File: src/rtl/quant_coeff_sequencer.sv
// rtl/quant_coeff_sequencer.sv - double-buffered quantizer coefficient RAM loader
// Optional ramp fill (per-word step from data_reg[31:16]) built only with QUANT_SEQ_RAMP_EN.
module quant_coeff_sequencer #(
  parameter int ADDR_W = 10,
  parameter int COEF_W = 16
) (
  input  logic              user_clk,
  input  logic              user_rst,
  input  logic [31:0]       addr_reg,
  input  logic [31:0]       data_reg,
  input  logic              sync_in,
  output logic              bram_we,
  output logic [ADDR_W:0]   bram_addr,
  output logic [COEF_W-1:0] bram_din,
  output logic              active_bank,
  output logic [31:0]       status_out
);

  typedef enum logic [1:0] {S_PRIME, S_IDLE, S_FILL, S_ARM} state_t;

  localparam logic [ADDR_W:0] CNT_MAX = {1'b1, {ADDR_W{1'b0}}};
  localparam logic [ADDR_W:0] CNT_ONE = (ADDR_W+1)'(1);

  state_t            r_state;
  logic              r_go_q;
  logic              r_swap;
  logic              r_overrun;
  logic [ADDR_W-1:0] r_addr;
  logic [ADDR_W:0]   r_left;
  logic [7:0]        r_done_cnt;

  logic              w_go_edge;
  logic [ADDR_W:0]   w_cnt_raw;
  logic [ADDR_W:0]   w_cnt;
  logic [ADDR_W-1:0] w_start;
  logic [COEF_W-1:0] w_value;
  logic [COEF_W-1:0] w_din_next;
  logic              w_unused;

  assign w_go_edge = addr_reg[31] ^ r_go_q;
  assign w_cnt_raw = addr_reg[16+ADDR_W:16];
  assign w_cnt     = (w_cnt_raw > CNT_MAX) ? CNT_MAX : w_cnt_raw;
  assign w_start   = addr_reg[ADDR_W-1:0];
  assign w_value   = data_reg[COEF_W-1:0];
  assign w_unused  = ^{addr_reg, data_reg};

`ifdef QUANT_SEQ_RAMP_EN
  logic [COEF_W-1:0] r_step;

  // Accumulate the step onto the previous word instead of multiplying by the index.
  assign w_din_next = bram_din + r_step;

  always_ff @(posedge user_clk or posedge user_rst) begin
    if (user_rst) begin
      r_step <= '0;
    end else if (r_state == S_IDLE && w_go_edge) begin
      r_step <= data_reg[COEF_W+15:16];
    end
  end
`else
  assign w_din_next = bram_din;
`endif

  always_ff @(posedge user_clk or posedge user_rst) begin
    if (user_rst) begin
      r_state     <= S_PRIME;
      r_go_q      <= 1'b0;
      r_swap      <= 1'b0;
      r_overrun   <= 1'b0;
      r_addr      <= '0;
      r_left      <= '0;
      r_done_cnt  <= 8'd0;
      bram_we     <= 1'b0;
      bram_addr   <= '0;
      bram_din    <= '0;
      active_bank <= 1'b0;
      status_out  <= 32'd0;
    end else begin
      // PRIME absorbs a go bit left set across reset without triggering.
      r_go_q     <= addr_reg[31];
      status_out <= {16'h0000, r_done_cnt, 4'h0, r_overrun, active_bank,
                     r_state == S_ARM, (r_state == S_FILL) || (r_state == S_ARM)};
      case (r_state)
        S_PRIME: begin
          bram_we <= 1'b0;
          r_state <= S_IDLE;
        end
        S_IDLE: begin
          bram_we <= 1'b0;
          if (w_go_edge) begin
            r_swap <= addr_reg[30];
            if (w_cnt != '0) begin
              bram_we   <= 1'b1;
              bram_addr <= {~active_bank, w_start};
              bram_din  <= w_value;
              r_addr    <= w_start + ADDR_W'(1);
              r_left    <= w_cnt - CNT_ONE;
              if (w_cnt == CNT_ONE) begin
                r_done_cnt <= r_done_cnt + 8'd1;
                r_state    <= addr_reg[30] ? S_ARM : S_IDLE;
              end else begin
                r_state <= S_FILL;
              end
            end else if (addr_reg[30]) begin
              r_state <= S_ARM;
            end else begin
              r_done_cnt <= r_done_cnt + 8'd1;
            end
          end
        end
        S_FILL: begin
          if (w_go_edge) begin
            r_overrun <= 1'b1;
          end
          bram_we   <= 1'b1;
          bram_addr <= {~active_bank, r_addr};
          bram_din  <= w_din_next;
          r_addr    <= r_addr + ADDR_W'(1);
          r_left    <= r_left - CNT_ONE;
          if (r_left == CNT_ONE) begin
            r_done_cnt <= r_done_cnt + 8'd1;
            r_state    <= r_swap ? S_ARM : S_IDLE;
          end
        end
        S_ARM: begin
          bram_we <= 1'b0;
          if (w_go_edge) begin
            r_overrun <= 1'b1;
          end
          if (sync_in) begin
            active_bank <= ~active_bank;
            r_done_cnt  <= r_done_cnt + 8'd1;
            r_state     <= S_IDLE;
          end
        end
        default: begin
          bram_we <= 1'b0;
          r_state <= S_IDLE;
        end
      endcase
    end
  end

endmodule
File: config.mk
export PLATFORM = sky130hd
export DESIGN_NAME = quant_coeff_sequencer
export DESIGN_NICKNAME = d
export VERILOG_FILES = /design/src/rtl/quant_coeff_sequencer.sv
export SDC_FILE = /design/constraint.sdc
export NUM_CORES = 1
export LEC_CHECK = 0
export CAP_MARGIN = 20
export CORE_UTILIZATION = 43
export DETAILED_ROUTE_END_ITERATION = 8
export GPL_TIMING_DRIVEN = 0
export PLACE_DENSITY = 0.74
export REMOVE_ABC_BUFFERS = 1
export SLEW_MARGIN = 20
export SYNTH_ARGS = -nofsm -noshare
export SYNTH_HDL_FRONTEND = slang
export SYNTH_SLANG_ARGS = --single-unit
File: constraint.sdc
create_clock -name user_clk -period 2.8 [get_ports user_clk]
set_input_delay 0.84 -clock user_clk [delete_from_list [all_inputs] [get_ports user_clk]]
set_output_delay 0.84 -clock user_clk [all_outputs]
set_load 0.01 [all_outputs]
==> run summary, run 1 <==
The worst setup path category is in2reg. Relative to the synthesized area, the layout overhead comes to 30.4%. The worst max-slew margin expressed relative to the limit came out at 50.8%. The netlist uses 72 different library cells. Cells fill 58.6% of the core in the end.

The logs give 0 for the number of antenna violations at the first check in global routing and 362 µV for the peak supply drop. By count the netlist is led by nand2_1, dfrtp_1, buf_4, o21ai_0, a21oi_1. Routed length per placed instance: 14.3 µm.

In this run the cell area of the synthesized design comes to 4190 µm². The floorplan step set the die height to 101 µm. Across every metal layer, demand over resource in global routing totals 19.8%.

The die is 101 µm wide. Dividing total power by cell area gives a power density of 960 nW/µm². The die footprint was 10200 µm²; the final-layout setup total negative slack was 0 ps. Entering global routing, the biggest net connects 51 pins. TritonCTS built the clock tree. Setup repair after global routing left no endpoint under its margin. Routability-driven placement finished with a final weighted congestion of 0.875. The most used flip-flop cell after synthesis is dfrtp_1. In the routed layout, each cell is associated on average with a via count of 5.33.

Yosys attributes the largest share of cell area to dfrtp_1, nand2_1, buf_4. Of all flip-flops after synthesis, the portion carrying an async set or reset was 100%. Along the worst path, the maximum fanout reaches 31. In this run the static leakage power is 2.36 nW. The sequential cells in the finished layout cover a total of 1880 µm². Across the run, the number of max-cap violations was 0. Data arrives at the worst endpoint at 2960 ps. The run gives 606 as the final layout net count. nand2_1 is the most common cell in the netlist.

For this run, the detailed router's first-pass iteration total came to 5. The insertion delay to the later sink of the worst-skew pair is 350 ps. The cell count after synthesis came out at 447. Fraction of layout cells with a size suffix above 1: 10.5%. The final clock period utilization by the worst path came out at 97.2%. The number of fill cells came out at 860.

Cell type contributing the most total cell area after synthesis: dfrtp_1. Once detail routing completed, the nets flagged for antenna violations numbered 0. Setup violations remaining at the end of the flow were counted as 0. The residual DRC count was 0. STA classifies the critical path startpoint as an input pin.

The number of buffers on the longest clock path came out at 2. The number of levels in the clock H-tree came out at 3. STA classifies the critical path endpoint as a flip-flop.

Number of buffers added by the clock tree synthesis step: 9. For the area of the core, the log shows 9330 µm². At the worst endpoint, the required time is 3040 ps. Hold repair after CTS inserted 0 buffers. Traced cell by cell, the critical path runs through clkdlybuf4s50_1, nor4_4, a41oi_4, buf_4, a21boi_4, buf_16, o31ai_1, a221o_1.

The placed instances occupy a cell area of 5100 µm². For this block, the via count after detailed routing is 3520. The worst hold-check path type is reg2reg. The post-CTS clock slew at the launch and capture registers of the worst setup and hold paths was 80 ps. During I/O placement, the number of pins put on the boundary was 128.

The first-pass GRT wire length was 15.8 mm. The clock period could shrink to 2720 ps. The logs give 0 for the final-report max-slew violation count and 6.09 ps for the post-route clock skew. The synthesized design devotes to its leading area cell type 44.7% of total area.

Power comes to 5.25 mW. Sequential cells were found to cover 44.7% of the synthesized design area. The largest single stage delay on the critical path is 530 ps. Pin slew with the least headroom to its limit: 737 ps. The multi-input logic area came out at 2190 µm².

The flow ran to the end, and the final reports show no timing, DRC or antenna violations. The number of hold-slack violations in the final timing report came out at 0. Row generation in the floorplan step produced 35 rows. The number of global-route vias before repair is 3403, and the total non-filler cell area in the finished layout is 5470 µm².

For this run, the number of Yosys warnings is 0. The tools report the half-perimeter wire length after placement as 6.68 mm. For this design, the sink count on the clock tree is 75. Once the floorplan was initialized, standard cells occupied 45.0% of the core. The root buffer cell is clkbuf_8.

The DRC violation total after the first TritonRoute iteration was 239; the number of synthesized register bits was 75. Cell type of the slowest stage on the worst timing path: clkdlybuf4s50_1. The number of antenna diodes in the final layout is 0.

In this run the mean area of a mapped cell was 9.38 µm². The final routed wirelength across all metal layers is 9.45 mm. The number of buffers inserted by port buffering is 82, and the maximum clock frequency is 367 MHz.

In this run, synthesis inferred 0 flip-flops with an integrated enable. The overall overflow remaining after global route came out at 0.
==> metal layers <==
metal / GRT usage [%] / vias up / share of wire, %
li1: - / 1713 / -
met1: 26.1 / 1673 / 46
met2: 32.2 / 130 / 47
met3: 4.65 / 4 / 6.1
met4: 7.02 / 0 / 0.92
met5: 0 / - / 0
==> cells by family (layout without fill, tap and decap cells) <==
logic type | after synthesis | count (layout) | synth area share (%)
DFF | 75 | 75 | 44.7
and+or+nand+nor | 169 | 169 | 20.3
adders and majority gates | 12 | 12 | 3.58
muxes | 17 | 17 | 4.42
AOI/OAI and AO/OA | 99 | 99 | 16.2
buffers and inverters | 57 | 123 | 7.16
xor gates and xnor gates | 17 | 17 | 3.55
other | 1 | 20 | 0.0894
==> cell type report <==
type,instances,share of cell area (%)
Clock inverter,7,1.81
Inverter,16,1.14
Tap cell,129,2.95
Multi-Input combinational cell,334,40.1
Timing Repair Buffer,91,17.4
Sequential cell,75,34.3
Clock buffer,9,2.27
==> worst paths after layout <==
path | from | to | slack [ps] | cells after the start
setup / recovery | addr_reg[20] | r_left[6] | 80 | 8
setup reg to reg | r_state[0] | r_left[8] | 170 | 7
hold reg to reg | r_overrun | status_out[3] | 390 | 0
min in group asynchronous | user_rst | status_out[15] | 810 | 2
max in group asynchronous | user_rst | r_left[9] | 1430 | 3
hold / removal | r_overrun | status_out[3] | 390 | 0
==> worst max-delay path, delay by kind of cell <==
family                 cells  cell delay [ps]
buffers and inverters      3              920
AO/OA/AOI/OAI              4              810
AND/OR/NAND/NOR            1              360
==> cell usage in the layout, fill, tap and decap left out, drive strengths merged, types with 3 or more instances in the layout <==
cell	count
mux2	9
a21oi	16
clkbuf	10
xor2	9
o31ai	5
nand3b	4
buf	9
and2	4
mux2i	8
or3	6
a31oi	3
clkinv	3
inv	17
a21o	3
clkdlybuf4s50	78
nor3	9
nand2	83
a21boi	3
dfrtp	75
nor2	15
o311ai	3
conb	20
a22oi	5
nor4	10
nand3	13
o211ai	3
ha	12
dlymetal6s2s	3
o21ai	31
or4	4
xnor2	8
a2bb2oi	3
and3	4
==> per-stage QoR <==
stage / std cells / worst slack, ps / hold WS, ps
global route: 661 / 4.33 / 411
detailed placement: 639 / -1430 / 375
floorplan: 425 / -455 / 348
global placement: 636 / -1840 / 365
CTS: 660 / 11.0 / 397
finish: 661 / 78.2 / 391
==> state kept, by name, summed over array words and instances (netlist names) <==
name and cells:
bram_din 16, status_out 12, bram_addr 11, r_left 11, r_addr 10, r_done_cnt 8
r_state 2, active_bank 1, bram_we 1, r_go_q 1, r_overrun 1, r_swap 1
==> repair_timing <==
item                                    4_1_cts  5_1_grt
gates resized for setup                      15       11
pin swaps                                     2        1
endpoints found under the setup margin       56        9
buffers inserted                              5        1
==> power breakdown <==
| part | total [mW] | internal, mW | switching, mW |
|---|---|---|---|
| clock | 0.927 | 0.508 | 0.420 |
| sequential | 1.92 | 1.56 | 0.362 |
| combinational | 2.40 | 1.20 | 1.20 |
Power figures use the tool's default switching activity.
==> run 2, diff against run 1 <==
CORE_UTILIZATION = 35   (was 43)
PLACE_DENSITY = 0.62   (was 0.74)
==> run 2 against run 1 <==
Compared with the run above: the flow now finishes with violations (DRC); clock power grew 18%; sequential share of layout area shrank 0.53 points; final area grew 1.6%; largest power group unchanged.
==> run summary, run 2 (synthesized netlist as in run 1, its figures left out) <==
The run finished, with violations left. The checks that failed: DRC. The peak supply drop was 403 µV (+11%). The fraction of layout cells with a size suffix above 1 is 11.1% (+0.56 points). The worst setup path is captured at a flip-flop. The final-report max-slew violation count came out at 0 (unchanged).

Leaving out fill and tap cells, the most frequent cells in the layout are nand2_1, clkdlybuf4s50_1, dfrtp_1, conb_1, o21ai_0. The number of buffers on the longest clock path came out at 2 (unchanged). The die footprint is 12400 µm² (+22%), and the number of buffers inserted by port buffering is 82 (unchanged).

The fraction of power spent switching nets was 37.7% (-0.063 points); the total via count in the routed design was 3459 (-1.7%). The logs give 35.5% (-1.1 points) for the fraction of power consumed by sequential logic and 16.8% (-3.1 points) for the global-route usage over all layers. The number of antenna violations at the first check in global routing is 0 (unchanged), and the total non-filler cell area in the finished layout is 5560 µm² (+1.6%).

The startpoint identified for the worst register-to-register timing path is r_state[0]. The critical path startpoint category was an input pin. The tools report the clock share of power as 19.9% (+2.2 points).

The number of hold-slack violations in the final timing report came out at 0 (unchanged). Final setup violation count: 0 (unchanged). The largest registers in the layout are bram_din (16), status_out (12). The run gives 364 MHz (-0.88%) as the maximum clock frequency. The run gives 11600 µm² (+24%) as the area of the core. From synthesis to final layout, the design area changed by 32.5%.

The tools report the length of routed met3 wiring as 596 µm (+4.0%). Initial core utilization: 36.3% (-8.7 points). The startpoint identified for the worst hold timing path is r_overrun. First-pass detailed-route iteration total: 9 (+4). The logs give 5.45 mW (+3.8%) for the power after layout and 3.40 mW (+4.0%) for the internal power contribution.

For the number of placement rows, the log shows 39 (+11%). The root buffer cell is clkbuf_16. Leaving out fill and tap cells, the most frequent cell in the layout is nand2_1. The largest net degree at the start of global routing is 41 (-20%). bram_din holds more flip-flops than any other register. The pin slew with the least headroom to its limit works out to 747 ps (+9.50 ps).

The width of the die was 111 µm (+11%); the cell leakage power was 2.36 nW (+0.16%). The tools report the first-pass GRT wire length as 16.6 mm (+4.9%). The cell count after placement is 653 (+2.2%), and the number of flip-flops in the largest register is 16 (unchanged).

The logic gate share of total power was 44.5% (-1.3 points). The data required time of the worst path came out at 3030 ps (about the same). The number of global-route vias before repair was 3349 (-1.6%). The worst hold path belongs to the class reg2reg. The run gives 50.2% (-0.63 points) as the worst max-slew margin expressed relative to the limit.

TritonCTS built the clock tree. The final clock period utilization by the worst path came out at 98.1% (+0.86 points). The detail-routed via count per cell is 5.12 (-3.8%), and the residual DRC count is 12 (+12).

The final estimated routing congestion in global placement is 0.805 (-8.0%), and the largest driver fanout on the critical path is 29 (-6.5%). The final routed wirelength across all metal layers is 10.0 mm (+5.9%), and the number of fill cells is 1098 (+28%). The final layout net count is 606 (unchanged).

In this run the top signal layer used is met4. For the met2 wire length, the log shows 4.54 mm (+2.9%). The area of placed instances was 5110 µm² (+0.20%). The net switching component of the power came out at 2.06 mW (+3.7%). The number of I/O pins was 128 (unchanged). Met1 wire length: 4.68 mm (+7.0%).

The logs give 6.64 ps (+0.549 ps) for the post-route clock skew and 0 (unchanged) for the overall overflow remaining after global route. The routed length per placed instance works out to 14.8 µm (+3.7%). The critical path is of the in2reg type. Count of clock tree sinks: 75 (unchanged).

The half-perimeter wire length after placement is 6.88 mm (+2.9%), and the number of max-cap violations is 0 (unchanged). The power density normalized to cell area came out at 981 nW/µm² (+2.2%). The worst endpoint data arrival time was 2970 ps (about the same); the post-CTS clock slew at the launch and capture registers of the worst setup and hold paths was 60 ps (-20 ps).

The number of buffers added by the clock tree synthesis step is 9 (unchanged). The final instance count without filler cells was 675 (+2.1%). The tools report the launching instance or port of the critical path as addr_reg[23]. The count of hold buffers inserted by post-cts repair was 0 (unchanged). The vertical extent of the die is 111 µm (+11%), and the number of nets with antenna violations after detailed routing is 0 (unchanged). The antenna cell count came out at 0 (unchanged). For the DRC violation total after the first TritonRoute iteration, the log shows 159 (-33%).

The number of levels in the clock H-tree came out at 3 (unchanged). The insertion delay to the later sink of the worst-skew pair was 340 ps (about the same); the minimum clock period after layout was 2750 ps (+24.2 ps).
==> run 2: timing repair <==
item	4_1_cts	5_1_grt
gates resized for setup	17	12
pin swaps	2	1
setup buffers	4	2
endpoints found under the hold margin	0	0
endpoints found under the setup margin	56	10
==> run 2: area by class of cell <==
| class | count | area, µm² | area share [%] |
|---|---|---|---|
| multi-input combinational | 334 | 2210 | 39.8 |
| sequential | 75 | 1880 | 33.8 |
| timing repair buffer | 91 | 943 | 17.0 |
| clock buffer | 11 | 243 | 4.37 |
| tap | 143 | 179 | 3.22 |
| inverter | 16 | 62.6 | 1.13 |
| clock inverter | 5 | 38.8 | 0.698 |
==> run 2: final timing paths <==
check | cells after the start | slack [ps] | end
max | 8 | 50 | r_left[6]
min | 0 | 370 | status_out[3]
max reg2reg | 10 | 160 | r_addr[8]
min reg2reg | 0 | 370 | status_out[3]
max in group asynchronous | 3 | 1330 | r_state[0]
min in group asynchronous | 2 | 880 | status_out[0]
==> run 2: per-stage QoR <==
| stage | setup WS, ps | setup TNS [ps] | hold slack, ps | utilization, % |
|---|---|---|---|---|
| after detailed placement | -1410 | -52410 | 361 | 44.2 |
| after CTS | 3.08 | 0 | 377 | 47.4 |
| after global routing | -2.05 | -2.05 | 394 | 48.1 |
| after global placement | -1960 | -173110 | 364 | 43.4 |
| final | 54.0 | 0 | 372 | 48.1 |
| after floorplan | -455 | -6970 | 348 | - |
==> run 2: power groups by stage <==
stage	sequential (mW)	clock, mW	combinational [mW]
3_5_place_dp	1.95	0	2.34
2_1_floorplan	1.99	0	1.24
4_1_cts	1.94	1.12	2.41
6_report	1.94	1.09	2.43
3_3_place_gp	1.92	0	2.23
5_1_grt	2.01	1.17	2.66
==> run 2: worst max-delay path: stages <==
cell	delay [ps]
clkdlybuf4s50_1	520
nor4_4	420
a41oi_4	210
buf_4	210
a21boi_4	190
buf_16	200
o31ai_1	90
a221o_1	290
==> run 2: layer usage <==
metal	track usage, %	vias to the layer above
met1	22.4	1642
met3	4.79	10
met4	6.67	0
li1	-	1710
met2	25.6	97
met5	0	-
